[src/rtl/cic_interpolator.sv]
// CIC interpolator: N comb stages at the input rate, zero-stuffing by a run-time rate R,
// then N integrators at the output rate, with AXI-stream handshakes on both sides.
module cic_interpolator #(
    parameter int WIDTH     = 16,
    parameter int RMAX      = 2,
    parameter int M         = 1,
    parameter int N         = 2,
    parameter int REG_WIDTH = WIDTH + ((N > $clog2(((RMAX*M)**N)/RMAX)) ?
                                       N : $clog2(((RMAX*M)**N)/RMAX))
) (
    input  logic                          clk,
    input  logic                          rst,
    input  logic [WIDTH-1:0]              input_tdata,
    input  logic                          input_tvalid,
    output logic                          input_tready,
    output logic [REG_WIDTH-1:0]          output_tdata,
    output logic                          output_tvalid,
    input  logic                          output_tready,
    input  logic [$clog2(RMAX+1)-1:0]     rate
);

    localparam int RW = $clog2(RMAX+1);

    logic signed [REG_WIDTH-1:0] comb_reg  [N];
    logic signed [REG_WIDTH-1:0] delay_reg [N][M];
    logic signed [REG_WIDTH-1:0] int_reg   [N];
    logic signed [REG_WIDTH-1:0] comb_src  [N];
    logic signed [REG_WIDTH-1:0] int_src   [N];
    logic [RW-1:0]               cycle_reg;
    logic [RW-1:0]               rate_reg;
    logic [RW-1:0]               rate_eff;
    logic [RW-1:0]               reff;
    logic [RW:0]                 cycle_inc;
    logic                        cycle_wrap;
    logic                        in_hs;
    logic                        out_hs;

    assign input_tready  = output_tready & (cycle_reg == '0);
    assign output_tvalid = input_tvalid | (cycle_reg != '0);
    assign in_hs         = input_tvalid & input_tready;
    assign out_hs        = output_tvalid & output_tready;
    assign output_tdata  = int_reg[N-1];

    // Clamp the requested rate into 1..RMAX.
    // NOTE: every branch assigns rate_eff, so no latch is inferred.
    always_comb begin
        if (rate == '0)
            rate_eff = RW'(1);
        else if (rate > RW'(RMAX))
            rate_eff = RW'(RMAX);
        else
            rate_eff = rate;
    end

    // A new sample starts its burst with the live rate; the rest of the burst uses the latched one.
    assign reff       = in_hs ? rate_eff : rate_reg;
    assign cycle_inc  = {1'b0, cycle_reg} + (RW+1)'(1);
    assign cycle_wrap = cycle_inc >= {1'b0, reff};

    always_comb begin
        comb_src[0] = {{(REG_WIDTH-WIDTH){input_tdata[WIDTH-1]}}, input_tdata};
        int_src[0]  = (cycle_reg == '0) ? comb_reg[N-1] : '0;
        for (int k = 1; k < N; k++) begin
            comb_src[k] = comb_reg[k-1];
            int_src[k]  = int_reg[k-1];
        end
    end

    // NOTE: non-blocking updates mean each stage consumes the previous stage's old value,
    // which is exactly the one-register-per-stage pipeline the CIC structure needs.
    always_ff @(posedge clk) begin
        if (rst) begin
            // NOTE: the stage arrays are small register banks, not RAM, so they are reset
            // explicitly to drop any partial burst.
            cycle_reg <= '0;
            rate_reg  <= RW'(1);
            for (int k = 0; k < N; k++) begin
                comb_reg[k] <= '0;
                int_reg[k]  <= '0;
                for (int j = 0; j < M; j++)
                    delay_reg[k][j] <= '0;
            end
        end else begin
            if (in_hs) begin
                rate_reg <= rate_eff;
                for (int k = 0; k < N; k++) begin
                    comb_reg[k]     <= comb_src[k] - delay_reg[k][M-1];
                    delay_reg[k][0] <= comb_src[k];
                    for (int j = 1; j < M; j++)
                        delay_reg[k][j] <= delay_reg[k][j-1];
                end
            end
            if (out_hs) begin
                cycle_reg <= cycle_wrap ? '0 : cycle_inc[RW-1:0];
                for (int k = 0; k < N; k++)
                    int_reg[k] <= int_reg[k] + int_src[k];
            end
        end
    end

endmodule

[config.mk]
export PLATFORM = sky130hd
export DESIGN_NAME = cic_interpolator
export DESIGN_NICKNAME = d
export VERILOG_FILES = /design/src/rtl/cic_interpolator.sv
export SDC_FILE = /design/constraint.sdc
export NUM_CORES = 1
export LEC_CHECK = 0
export ABC_AREA = 1
export BUFFER_PORTS_ARGS = -buffer_cell sky130_fd_sc_hd__buf_4
export CAP_MARGIN = 20
export CORE_ASPECT_RATIO = 0.6
export CORE_MARGIN = 2
export CORE_UTILIZATION = 60
export DETAILED_ROUTE_END_ITERATION = 10
export PLACE_DENSITY = 0.76
export SETUP_SLACK_MARGIN = 0.15
export SYNTH_ARGS = -nofsm -noshare
export SYNTH_HDL_FRONTEND = slang
export SYNTH_SLANG_ARGS = --single-unit
[constraint.sdc]
create_clock -name clk -period 5.2 [get_ports clk]
set_input_delay 1.3 -clock clk [delete_from_list [all_inputs] [get_ports clk]]
set_output_delay 1.3 -clock clk [all_outputs]
set_load 0.05 [all_outputs]
==> flow_summary.ini, run 1 <==
[outcome]
status = completed

[timing]
worst_clock_skew_ps = 9.20
hold_ws_ps = 469
setup_viol = 0
max_freq_ghz = 0.310
maxSlewViolCount = 0
max_slew_margin_pct = 47.8
setup_slack_ps = 1970
rsz0062_at_grt = false
fin_crit_ps = 3230
setup_tns_ps = 0
period_share_pct = 62.1
hold_viol = 0
tightest_slew_ps = 782

[synthesis]
ys_types = 33
synth.avg_cell_area_um2 = 7.42
synth_nets = 1211
synth-main-ff-cell = edfxtp_1
synth_top_area_share_pct = 38.5
async_flop_share_pct = 0
synthCells = 1114
yosysMostFrequentCell = nand2_1
yosysTopAreaCell = edfxtp_1
yosys_warnings = 0
synth_enable_flop_cells = 106
ys_seq_area_share_pct = 39.5
yosys-top-cells-count = 286 x nand2_1, 208 x inv_1, 156 x nor2_1
synth-seq-cells = 110
synth_area_leaders = edfxtp_1 39%, nand2_1 13%, ha_1 11%, inv_1 9.4%, nor2_1 7.1%
synth.cell_area_um2 = 8260

[clocking]
tritoncts = yes
htree_levels = 3
hold_buffers = 0
cts.sinks = 110
cts_resized = 0
clk_pin_slew_ps = 80
postCtsSetupRepairBufs = 0
cts_root_buf = clkbuf_16
cts-buffers-inserted = 9
cts_buffer_depth = 2
clkLatencyLatePin_ps = 350

[finish]
drive_gt1_share_pct = 7.27
antenna_cells = 0
fin_area_um2 = 8860
areaGrowthSynthToFinish_pct = 7.19
nets = 1234
nFillCells = 1225
utilization_pct = 65.4

[drt]
dr.pass1.iters = 5
final_antenna_net_count = 0
drc = 0
routed_wl_um = 17400
drt_first_iter_violations = 707
wire_per_inst_um = 13.2
via_per_inst = 5.22
vias = 6871

[global_route]
first_global_vias = 6308
groute.usage.overall_pct = 25.2
grt-ovfl-total = 0
grt_pass1_wl_um = 29700
antenna_found_initial = 0
grt_max_degree = 52

[floorplan]
initial_core_util_pct = 61.0
rows = 33
fp.dieW_um = 156
die_area_um2 = 14800
die_h_um = 94.9
core_um2 = 13500
pin_count = 42

[hold_path]
min_path_type = register to register
hold_depth = 2

[worst_setup_path]
worstPathRequired_ps = 3900
crit_path_max_fanout = 20
critPathArrivalTime_ps = 1930
reg2reg_slack_ps = 2010
critPathCaptureType = output port
critPathLaunchType = register
r2r_cells = 9
critical_path_class = register to output port

[job]
maxCapViolCount = 0

[place]
io_buffer_count = 40
place_ws_ps = 1850
place_hpwl_um = 13100
globalplace.congestion = 0.908
dpl_cell_area_um2 = 8580

[pwr]
p_leak_uw = 0.00446
powerDensity_nw_per_um2 = 284
vdd_drop_max_v = 0.000168
[layout make-up]
| cell class | count | area [um^2] | share of cell area (%) |
|---|---|---|---|
| clock inverters | 7 | 50.0 | 0.565 |
| clock buffers | 9 | 225 | 2.54 |
| well taps | 175 | 219 | 2.47 |
| flip-flops and latches | 110 | 3260 | 36.8 |
| repair buffers | 42 | 315 | 3.56 |
| inverters | 210 | 788 | 8.90 |
| multi-input cells | 764 | 4000 | 45.1 |
[through the flow]
step / power [uW] / std cells
global placement: 1830 / 1301
CTS: 2520 / 1317
detailed placement: 1850 / 1301
global route: 2680 / 1317
finish: 2520 / 1317
floorplan: 1690 / 1114
[placed cells by master, fill, tap and decap left out, types with 2 or more instances in the layout]
cell | netlist | layout
a21oi_1 | 94 | 94
ha_1 | 70 | 70
clkbuf_16 | 0 | 9
o21bai_1 | 5 | 5
edfxtp_1 | 106 | 106
clkinv_2 | 0 | 2
clkinvlp_4 | 0 | 3
nand2_1 | 286 | 285
buf_4 | 20 | 42
nor3_1 | 12 | 12
o21ai_2 | 4 | 4
nand3_1 | 52 | 52
nor2_1 | 156 | 156
dfxtp_1 | 4 | 4
and2_1 | 6 | 6
inv_1 | 208 | 208
nand2_2 | 7 | 8
or2_2 | 2 | 2
xor2_1 | 5 | 5
fa_1 | 5 | 5
o21ai_0 | 42 | 42
nor3_2 | 3 | 3
nor2_4 | 2 | 2
o21ai_1 | 3 | 3
inv_2 | 2 | 2
nand3_2 | 3 | 3
[power by group]
group / switching [uW] / internal (uW) / total [uW] / leakage, uW
Clock: 340 / 327 / 667 / 0.000128
Combinational: 517 / 244 / 760 / 0.00317
Sequential: 34.9 / 1050 / 1090 / 0.00116
[worst max-delay path: stages (launching register included)]
cell	delay (ps)
dfxtp_1	360
inv_1	120
ha_1	650
nand2_1	180
inv_1	90
buf_4	190
[cell families (layout without fill, tap and decap cells)]
logic type      count (synthesis)  in the layout  synth area share [%]
compound gates                151            151                  9.57
xor+xnor                        6              6                 0.636
fa+ha+maj                      75             75                  11.8
buf+inv                       240            268                  12.2
flops                         110            110                  39.5
simple gates                  532            532                  26.3
[path summary, 6_finish.rpt]
| path | from | end |
|---|---|---|
| worst max-delay path | cycle_reg[0] | input_tready |
| worst min-delay path | rate_reg[0] | rate_reg[0] |
| worst max register to register | cycle_reg[0] | comb_reg[0][9] |
| worst min register to register | rate_reg[0] | rate_reg[0] |
[metal layers]
layer	vias to the layer above	share of wire, %	track usage [%]
li1	3589	-	-
met1	3039	55	41.4
met2	235	37	34.7
met3	8	8.0	4.50
met4	0	0.52	3.67
met5	-	0	0
No activity file was read; power rests on OpenSTA's default activity.
==> inputs of run 2 (changes only) <==
- clock period: 5.2 -> 2.98 ns (I/O delays scaled with it)
==> flow_summary.ini, run 2 (synthesis gave the netlist of run 1 again) <==
[outcome]
status = completed

[timing]
max_freq_ghz = 0.385
setup_tns_ps = 0
worst_clock_skew_ps = 6.17
maxSlewViolCount = 0
rsz0062_at_grt = false
period_share_pct = 87.2
max_slew_margin_pct = 60.5
setup_viol = 0
fin_crit_ps = 2600
tightest_slew_ps = 591
hold_viol = 0

[global_route]
grt_busiest_layer = met1
grtUsageMet1_pct = 41.7
groute.usage.overall_pct = 25.2
first_global_vias = 6128
grt_pass1_wl_um = 29500
grt-ovfl-total = 0
grt_max_degree = 53
use_met2_pct = 33.8
grtUsageMet3_pct = 4.73
antenna_found_initial = 0

[drt]
final_antenna_net_count = 0
drc = 0
routed_wl_um = 17900
vias = 6968
wire_per_inst_um = 13.6
dr.pass1.iters = 5
via_per_inst = 5.27
drt_first_iter_violations = 700

[floorplan]
pin_count = 42
die_h_um = 94.9
initial_core_util_pct = 61.0
die_area_um2 = 14800
rows = 33
fp.dieW_um = 156
core_um2 = 13500

[job]
maxCapViolCount = 0

[place]
globalplace.congestion = 0.957
io_buffer_count = 40
place_hpwl_um = 13500

[clocking]
clk_pin_slew_ps = 80
cts_root_buf = clkbuf_16
hold_buffers = 0
cts-buffers-inserted = 9
cts.sinks = 110
clkLatencyLatePin_ps = 360
tritoncts = yes
cts_buffer_depth = 2
htree_levels = 3

[pwr]
p_int_uw = 2970
powerDensity_nw_per_um2 = 507
vdd_drop_max_v = 0.000279
p_sw_uw = 1570
pwr-share-comb_pct = 29.8
swShare_pct = 34.5
p_leak_uw = 0.00452
pwr-share-seq_pct = 41.8
clkPwrFrac_pct = 28.3

[finish]
multiInputGateArea_um2 = 4000
utilization_pct = 66.1
areaGrowthSynthToFinish_pct = 8.37
register_area_um2 = 3260
drive_gt1_share_pct = 7.84
antenna_cells = 0
final_common_cell = nand2_1
mostFrequentLayoutCells = 285 x nand2_1, 208 x inv_1, 156 x nor2_1
nFillCells = 1161
nets = 1240

[worst_setup_path]
crit_slowest_cell = dfxtp_1
worstPathCellList = inv_1 -> ha_1 -> buf_4 -> nand2_1 -> inv_1 -> ha_1 -> a21oi_1 -> o21ai_2 -> nand2_1 -> nand2_2 -> nand2_1 -> nand3_1 -> nand2_1 -> nor2_1
path_buf_inv = 3
cp_top_family = adder cells
critPathCaptureType = register
crit_path_max_fanout = 17
critPathArrivalTime_ps = 2720
crit_top_cell = nand2_1
critical_path_class = register to register
critPathLaunchType = register
cpPeakStageDelay_ps = 410
worstPathRequired_ps = 3100

[hold_path]
min_path_type = register to register
==> run 2: path summary, 6_finish.rpt <==
kind	startpoint	to	slack, ps	depth (start not counted)
max reg2reg	cycle_reg[0]	int_reg[0][16]	380	14
min	rate_reg[0]	rate_reg[0]	480	2
min reg2reg	rate_reg[0]	rate_reg[0]	480	2
max	cycle_reg[0]	int_reg[0][16]	380	14
==> run 2: worst min-delay path, stage by stage, from the launching register on <==
cell and delay, ps:
dfxtp_1 320, a21oi_1 70, nand2_1 50
==> run 2: area by class of cell <==
class | instances | share of cell area (%)
Multi-Input combinational cell | 764 | 44.7
Sequential cell | 110 | 36.4
Inverter | 210 | 8.80
Timing Repair Buffer | 48 | 4.16
Clock buffer | 11 | 2.82
Tap cell | 175 | 2.44
Clock inverter | 5 | 0.643
==> run 2: power groups by stage <==
stage | sequential [uW] | clock (uW) | combinational, uW
2_1_floorplan | 1920 | 0 | 1030
3_3_place_gp | 1930 | 0 | 1280
3_5_place_dp | 1940 | 0 | 1320
4_1_cts | 1900 | 1300 | 1330
5_1_grt | 1920 | 1360 | 1520
6_report | 1900 | 1290 | 1360
==> run 2: timing repair <==
action,in CTS,in global routing
resized for setup,0,2
buffers inserted,0,0
setup endpoints to repair,0,4
==> run 2: through the flow <==
stage               hold WS, ps  worst slack [ps]  area [um^2]  power [uW]  cells
CTS                         477               340         8950        4530   1323
detailed placement          453               335         8640        3250   1307
global placement            444               387         8640        3210   1307
global route                518               190         8960        4790   1323
floorplan                   423               577         8270        2950   1114
finish                      478               382         8960        4540   1323
==> run 2: layer usage <==
metal  vias to the layer above  routed length [um]
met3                        12                1350
met1                      3102                9790
met2                       249                6710
met5                         -                   0
li1                       3605                   -
met4                         0                 106
